$ cat src/rtl/pipe_hazard_ctrl.sv
// pipe_hazard_ctrl: merges load-use stall, EX branch redirect and I-cache miss into
// per-stage enables/flushes and sequences the I-cache refill handshake and replay.
// Define PIPE_PERF_CNT_EN to build the stall/miss/flush performance counters.
module pipe_hazard_ctrl #(
    parameter int MISS_TIMEOUT = 64,
    parameter int CNT_W        = 32
) (
    input  logic             clk_i,
    input  logic             rst_n_i,
    input  logic             stall_i,
    input  logic             br_taken_i,
    input  logic             ic_miss_i,
    input  logic             ic_refill_ack_i,
    output logic             ic_refill_req_o,
    output logic             pc_we_o,
    output logic             ifid_we_o,
    output logic             ifid_flush_o,
    output logic             idex_flush_o,
    output logic             miss_err_o,
    output logic [CNT_W-1:0] stall_cyc_o,
    output logic [CNT_W-1:0] miss_cyc_o,
    output logic [CNT_W-1:0] flush_cnt_o
);
    localparam int TW = (MISS_TIMEOUT > 2) ? $clog2(MISS_TIMEOUT) : 1;
    localparam logic [TW-1:0] TO_MAX = TW'(MISS_TIMEOUT - 1);

    typedef enum logic [1:0] {RUN, MISS_WAIT, REPLAY} state_t;

    state_t        state_q;
    logic [TW-1:0] to_cnt_q;
    logic          req_q;
    logic          err_q;
    logic          fetch_busy;

    // A fetch is blocked while refilling/replaying, or on a fresh miss in RUN.
    assign fetch_busy = (state_q != RUN) || ic_miss_i;

    // Stage controls, priority reset > branch > stall > miss/refill > normal.
    always_comb begin
        pc_we_o      = rst_n_i && (br_taken_i || (!stall_i && !fetch_busy));
        ifid_we_o    = rst_n_i && (br_taken_i || !stall_i);
        ifid_flush_o = !rst_n_i || br_taken_i || (!stall_i && fetch_busy);
        idex_flush_o = !rst_n_i || br_taken_i || stall_i;
    end

    // Refill sequencer: request on miss, wait for ack with saturating timeout, replay once.
    always_ff @(posedge clk_i) begin
        if (!rst_n_i) begin
            state_q  <= RUN;
            req_q    <= 1'b0;
            err_q    <= 1'b0;
            to_cnt_q <= '0;
        end else begin
            case (state_q)
                RUN: begin
                    if (ic_miss_i && !stall_i && !br_taken_i) begin
                        state_q <= MISS_WAIT;
                        req_q   <= 1'b1;
                    end
                end
                MISS_WAIT: begin
                    if (ic_refill_ack_i) begin
                        state_q  <= REPLAY;
                        req_q    <= 1'b0;
                        to_cnt_q <= '0;
                    end else if (to_cnt_q == TO_MAX) begin
                        err_q <= 1'b1;
                    end else begin
                        to_cnt_q <= to_cnt_q + TW'(1);
                    end
                end
                default: state_q <= RUN;
            endcase
        end
    end

    assign ic_refill_req_o = req_q;
    assign miss_err_o      = err_q;

`ifdef PIPE_PERF_CNT_EN
    logic [CNT_W-1:0] stall_cyc_q;
    logic [CNT_W-1:0] miss_cyc_q;
    logic [CNT_W-1:0] flush_cnt_q;

    // Free-running wrap-around event counters; a branch masks a coincident stall.
    always_ff @(posedge clk_i) begin
        if (!rst_n_i) begin
            stall_cyc_q <= '0;
            miss_cyc_q  <= '0;
            flush_cnt_q <= '0;
        end else begin
            if (br_taken_i)
                flush_cnt_q <= flush_cnt_q + CNT_W'(1);
            if (stall_i && !br_taken_i)
                stall_cyc_q <= stall_cyc_q + CNT_W'(1);
            if (state_q != RUN)
                miss_cyc_q <= miss_cyc_q + CNT_W'(1);
        end
    end

    assign stall_cyc_o = stall_cyc_q;
    assign miss_cyc_o  = miss_cyc_q;
    assign flush_cnt_o = flush_cnt_q;
`else
    assign stall_cyc_o = '0;
    assign miss_cyc_o  = '0;
    assign flush_cnt_o = '0;
`endif
endmodule
$ cat config.mk
export PLATFORM = sky130hd
export DESIGN_NAME = pipe_hazard_ctrl
export DESIGN_NICKNAME = d
export VERILOG_FILES = /design/src/rtl/pipe_hazard_ctrl.sv
export SDC_FILE = /design/constraint.sdc
export NUM_CORES = 1
export LEC_CHECK = 0
export ABC_AREA = 1
export BUFFER_PORTS_ARGS = -buffer_cell sky130_fd_sc_hd__clkbuf_2
export CORE_AREA = 2 2 43 85
export DETAILED_ROUTE_END_ITERATION = 6
export DIE_AREA = 0 0 45 87
export PLACE_DENSITY = 0.83
export SLEW_MARGIN = 15
export SYNTH_ARGS = -nofsm -noshare
export SYNTH_HDL_FRONTEND = slang
export SYNTH_SLANG_ARGS = --single-unit
$ cat constraint.sdc
create_clock -name clk_i -period 3 [get_ports clk_i]
set_input_delay 0.3 -clock clk_i [delete_from_list [all_inputs] [get_ports clk_i]]
set_output_delay 0.3 -clock clk_i [all_outputs]
set_load 0.02 [all_outputs]
==> impl_results.md, run 1 <==
- Overall routed net length: 1770 um
- Crit path largest cell delay: 360 ps
- Hold Violations, Final: 0
- Seq/Total Area, Yosys: 0.153
- CTS buffer count: 3
- Avg WL per Cell: ~7.7 um
- Max Used Layer: met4
- Crit path cell chain: nor2_1, nand2_1, a21boi_1, clkbuf_2
- Initial DRC Count: 26
- Clk sinks: 10
- Final setup fails: 0
- Core outline area: 3300 sq um
- # rows: 30
- Clk root buf: clkbuf_8
- Boundary pin count: approximately 110
- Required time of the critical path: approximately 2700 ps
- Synthesized area: approximately 1300 sq um
- Largest net degree at the start of global routing: 9
- Distinct cell type count after synthesis: 24
- WL met3: 234 um
- Total of max-cap violations: 0
- Cell family with most CP delay: flip-flops
- Initial antenna violation count: 0
- Tmin final: 1520 ps
- Die height: 87 um
- Antenna viol nets, final: 0
- CTS tree: built
- Ys Warns: 0
- Hpwl dp: 1540 um
- Crit-path max FO: 3
- Startpoint Class: flip-flop
- Number of remaining DRC errors: 0
- Clock Latency Late Sink: 240 ps
- Pwr Density: 410 nW/um^2
- Antenna Cells: 0
- Synth area leader: buf_4
- RSZ-0062 raised after global routing: false
- Seq pwr share: 0.303
- WL met1: 561 um
- Synth top area cells: buf_4 55%, dfxtp_1 15%, nand2_1 5.4%
- Gr ovfl total: 0
- Min-Delay Path Class: input pin to flip-flop
- Nets: 206
- Fin crit share: 0.506
- WP buf/inv: 1
- Vias per cell: 3.77
- Post-Route Skew: a little over 4 ps
- PortBufs: 11
- Gate Count Post-Synth: 184
- Critical path class: flip-flop to primary output
- Synthesized area per cell: a little over 7 sq um
- Synth Register Bits: 10
- Area growth, synth to finish: -16.3%
- Gr usage total: 0.0853
- Outcome: completed
- Met2 wire length: 941 um
- Fmax: 658 MHz
- Comb pwr share: 0.312
- Critical Path End Type: primary output
- Postcts setup bufs: 0
- Internal power: 0.262 mW
- First-pass GRT wire length: 2590 um
- Total number of vias: 866
- GP Congestion: approximately 0.85
- Clk pwr share: 0.385
- Htree depth: 1
- Die X: 45 um
- Initial Util: 0.397
- Crit path max-delay cell type: dfxtp_1
- TNS Setup: 0 ps
- CTS resizes: 0
- Synth top area share: 0.549
- DRT Pass-1 Iters: 5
- Sw Share: 0.418
- Final Power: 0.450 mW
- Max VDD drop: about 260 uV
- Worst-path clk slew: 50 ps
- Clock Tree Buf Depth: 2
- Hold_buf cts: 0
- Die area: 3920 sq um
- Switching power: 0.188 mW
- Layout cells sized above 1: 0.141
- LEAKAGE: 0.642 nW
- WP data arrival: about 1200 ps
- Post-layout util: 0.333
- Vias in the first global route: 639
- Pins Over Slew Limit: 0
[registers in the layout (all words and copies together), names as in the netlist]
name,flops
to_cnt_q,6
miss_err_o,1
state_q,2
ic_refill_req_o,1
[layout make-up]
class                      instances  area [sq um]
tap                               32          40.0
timing repair buffer              11          55.1
multi-input combinational        158           692
clock buffer                       4          55.1
fill                             362          2200
inverter                          15          56.3
sequential                        10           200
[cells in the mapped netlist (all sizes together)]
library cell  instances
buf                  96
nand2                22
nor2                 15
inv                  14
nand3                12
dfxtp                10
a21oi                 6
o21ai                 2
a21boi                1
a31oi                 1
clkinv                1
conb                  1
ha                    1
o211ai                1
o21bai                1
[cell families after synthesis]
group | Yosys count | synth area share
compound gates | 12 | 0.0582
fa+ha+maj | 1 | 0.00953
buf+inv | 111 | 0.592
flops | 10 | 0.153
other cells | 1 | 0.00286
simple gates | 49 | 0.185
[per-stage QoR]
| stage | cells | hold WS, ps | area (sq um) | worst slack (ps) |
|---|---|---|---|---|
| 3_5_place_dp | 226 | 462 | 1040 | 1610 |
| 6_report | 230 | 350 | 1100 | 1480 |
| 5_1_grt | 230 | 373 | 1100 | 1380 |
| 4_1_cts | 230 | 344 | 1100 | 1460 |
| 2_1_floorplan | 279 | 420 | 1670 | 1630 |
| 3_3_place_gp | 226 | 465 | 1040 | 1630 |
[worst min-delay path, delay by kind of cell]
family	cells	cell delay [ps]
buffers and inverters	1	120
and+or+nand+nor	2	120
[worst paths after layout]
path | startpoint | end | slack, ps | depth (start not counted)
max | state_q[1] | pc_we_o | 1480 | 4
min reg2reg | ic_refill_req_o | ic_refill_req_o | 470 | 2
max reg2reg | to_cnt_q[0] | to_cnt_q[5] | 1670 | 7
min | ic_refill_ack_i | state_q[1] | 350 | 3
[power by group through the flow]
| stage | Clock (mW) | Combinational (mW) | Sequential [mW] |
|---|---|---|---|
| after floorplan | 0 | 0.221 | 0.140 |
| after global placement | 0 | 0.137 | 0.139 |
| after detailed placement | 0 | 0.138 | 0.139 |
| after CTS | 0.175 | 0.138 | 0.136 |
| after global routing | 0.181 | 0.152 | 0.136 |
| final | 0.173 | 0.141 | 0.136 |
[routing by layer]
layer  GRT usage  up-vias
met1      0.0919      378
met2       0.142       81
met4      0.0561        0
li1            -      402
met3      0.0187        5
met5           0        -
[cell usage in the layout, fill, tap and decap left out, types with 2 or more instances in the layout]
master and instances:
conb_1 96, nand3_1 11, a21oi_1 4, inv_1 10, dfxtp_1 10, inv_2 4, nand2_2 2, clkbuf_8 4
nand2_1 19, nor2_1 12, a21oi_2 2, clkbuf_2 11
(Power assumes the default switching activity.)
==> inputs of run 2 (changes only) <==
Settings changed: CORE_AREA 2 2 43 85 to 2 2 47 92, DIE_AREA 0 0 45 87 to 0 0 49 94, PLACE_DENSITY 0.83 to 0.74.
Clock period 3 ns to 1.36 ns, I/O delays scaled along.
==> run 2 against run 1 <==
Clock skew down 1.7 ps; combinational power up 120%; critical endpoint is now to_cnt_q[5]; highest routed layer unchanged; die area up 18%; global-route usage down 1.1 points; largest power group is now combinational logic; final area up 3.2%; worst hold slack worse by 160 ps; flip-flop and latch count unchanged; sequential power up 120%.
==> impl_results.md, run 2 (same netlist as run 1, synthesis figures left out) <==
- Outcome: completed
- Initial antenna violation count: 0
- Total of max-cap violations: 0
- Post-layout util: 0.292
- RR Startpoint: to_cnt_q[1]
- Core outline area: 3880 sq um
- Startpoint Class: flip-flop
- Min-Delay Path Class: input pin to flip-flop
- Worst-path clk slew: approximately 50 ps
- DRT Pass-1 Iters: 4
- PortBufs: 11
- Tmin final: ~1300 ps
- CTS tree: built
- Fmax: a little under 800 MHz
- Area growth, synth to finish: -13.6%
- Clock Tree Buf Depth: 2
- Clk sinks: 10
- CTS buffer count: 3
- Commonest non-fill, non-tap cell in the layout: conb_1
- Initial Util: 0.338
- Required time of the critical path: 1530 ps
- WL met1: 473 um
- Htree depth: 1
- Vias per cell: 3.52
- Max VDD drop: around 590 uV
- Regs by FF count: to_cnt_q: 6 flops, state_q: 2 flops
- Final instance area: 1130 sq um
- Critical path class: flip-flop to flip-flop
- Number of remaining DRC errors: 0
- Reg-to-Reg End: to_cnt_q[5]
- Hold Violations, Final: 0
- Placed cell area: 1070 sq um
- Final setup fails: 0
- Number of flip-flops in the largest register: 6
- Placed Cells incl. Taps: 246
- Fillers: 444
- Sw Share: 0.436
- GP Congestion: around 0.89
- Final Power: slightly above 0.9 mW
- Boundary pin count: about 110
- Pins Over Slew Limit: 0
- Initial DRC Count: 24
- Gr ovfl total: 0
- Non-filler cells, final: 250
- Clock Latency Late Sink: roughly 230 ps
- Largest net degree at the start of global routing: 9
- Fin crit share: 0.934
- Critical Path End Type: flip-flop
- Hold path cells: 3
- Most frequent cells in the layout: 96 x conb_1, 19 x nand2_1, 11 x nor2_1, 11 x nand3_1
- Die X: 49 um
- Footprint of the multi-input gates: about 700 sq um
- Overall routed net length: 1820 um
- Worst Hold Path EP: state_q[1]
- Clk root buf: clkbuf_8
- Flop2flop setup slack: 90 ps
- Comb pwr share: 0.343
- Internal power: roughly 0.52 mW
- Reg2reg path depth: 7
- Reg with most FFs: to_cnt_q
- Crit-path max FO: 5
- Hpwl dp: about 1600 um
- Hold_buf cts: 0
- WL met3: 255 um
- Switching power: 0.403 mW
- Antenna viol nets, final: 0
- Clk pwr share: 0.331
- HP Start: ic_refill_ack_i
- Vias in the first global route: 670
- LEAKAGE: 0.643 nW
- # rows: 32
- Max Used Layer: met4
- WP data arrival: ~1400 ps
- Nets: 208
- RSZ-0062 raised after global routing: true
- Die area: 4610 sq um
- Seq pwr share: 0.326
- Pwr Density: 815 nW/um^2
- Register Area: 203 sq um
- First-pass GRT wire length: 2680 um
- Total number of vias: 879
- Die height: 94 um
- Gr usage total: 0.0743
- Layout cells sized above 1: 0.166
- Met2 wire length: between 1000 and 1500 um
- Post-Route Skew: 2.40 ps
- Avg WL per Cell: 7.29 um
- Antenna Cells: 0
==> run 2: worst max path at each step <==
stage / start / endpoint / cells past startpoint
after floorplan: to_cnt_q[0] / to_cnt_q[5] / 7
after global placement: to_cnt_q[0] / to_cnt_q[5] / 7
after detailed placement: to_cnt_q[0] / to_cnt_q[5] / 7
after CTS: state_q[1] / pc_we_o / 4
after global routing: to_cnt_q[1] / to_cnt_q[5] / 7
final: to_cnt_q[1] / to_cnt_q[5] / 7
==> run 2: power by group through the flow <==
stage	logic, mW	clock network (mW)	registers (mW)
after floorplan	0.487	0	0.308
after global placement	0.307	0	0.307
after detailed placement	0.308	0	0.307
after CTS	0.312	0.313	0.301
after global routing	0.339	0.327	0.302
final	0.317	0.306	0.302
==> run 2: worst max-delay path: stages (launching register included) <==
cell	delay, ps
dfxtp_1	350
ha_2	210
nand2_2	80
nor2_4	120
nand3_2	130
nand2_2	120
nand2_1	70
a21oi_2	130
==> run 2: area by class of cell <==
cell class	count	area share
timing repair buffer	13	0.0640
tap	51	0.0563
multi-input combinational	158	0.615
inverter	15	0.0497
sequential	10	0.179
clock buffer	3	0.0364
==> run 2: through the flow <==
stage          setup TNS, ps  hold slack (ps)  worst slack, ps
6_report                   0              188             89.9
5_1_grt                -16.1              207            -16.1
4_1_cts                    0              191             20.8
3_5_place_dp               0              437             63.7
3_3_place_gp               0              436              129
2_1_floorplan              0              256              202
==> run 2: what timing repair did <==
item                                    4_1_cts  5_1_grt
endpoints found under the setup margin        2        5
setup buffers                                 1        0
resized for setup                             2        3
pin swaps                                     1        0
==> run 2: layer usage <==
layer	GRT usage	up-vias
met4	0.0476	0
met5	0	-
met3	0.00955	8
met2	0.159	96
met1	0.0584	370
li1	-	405
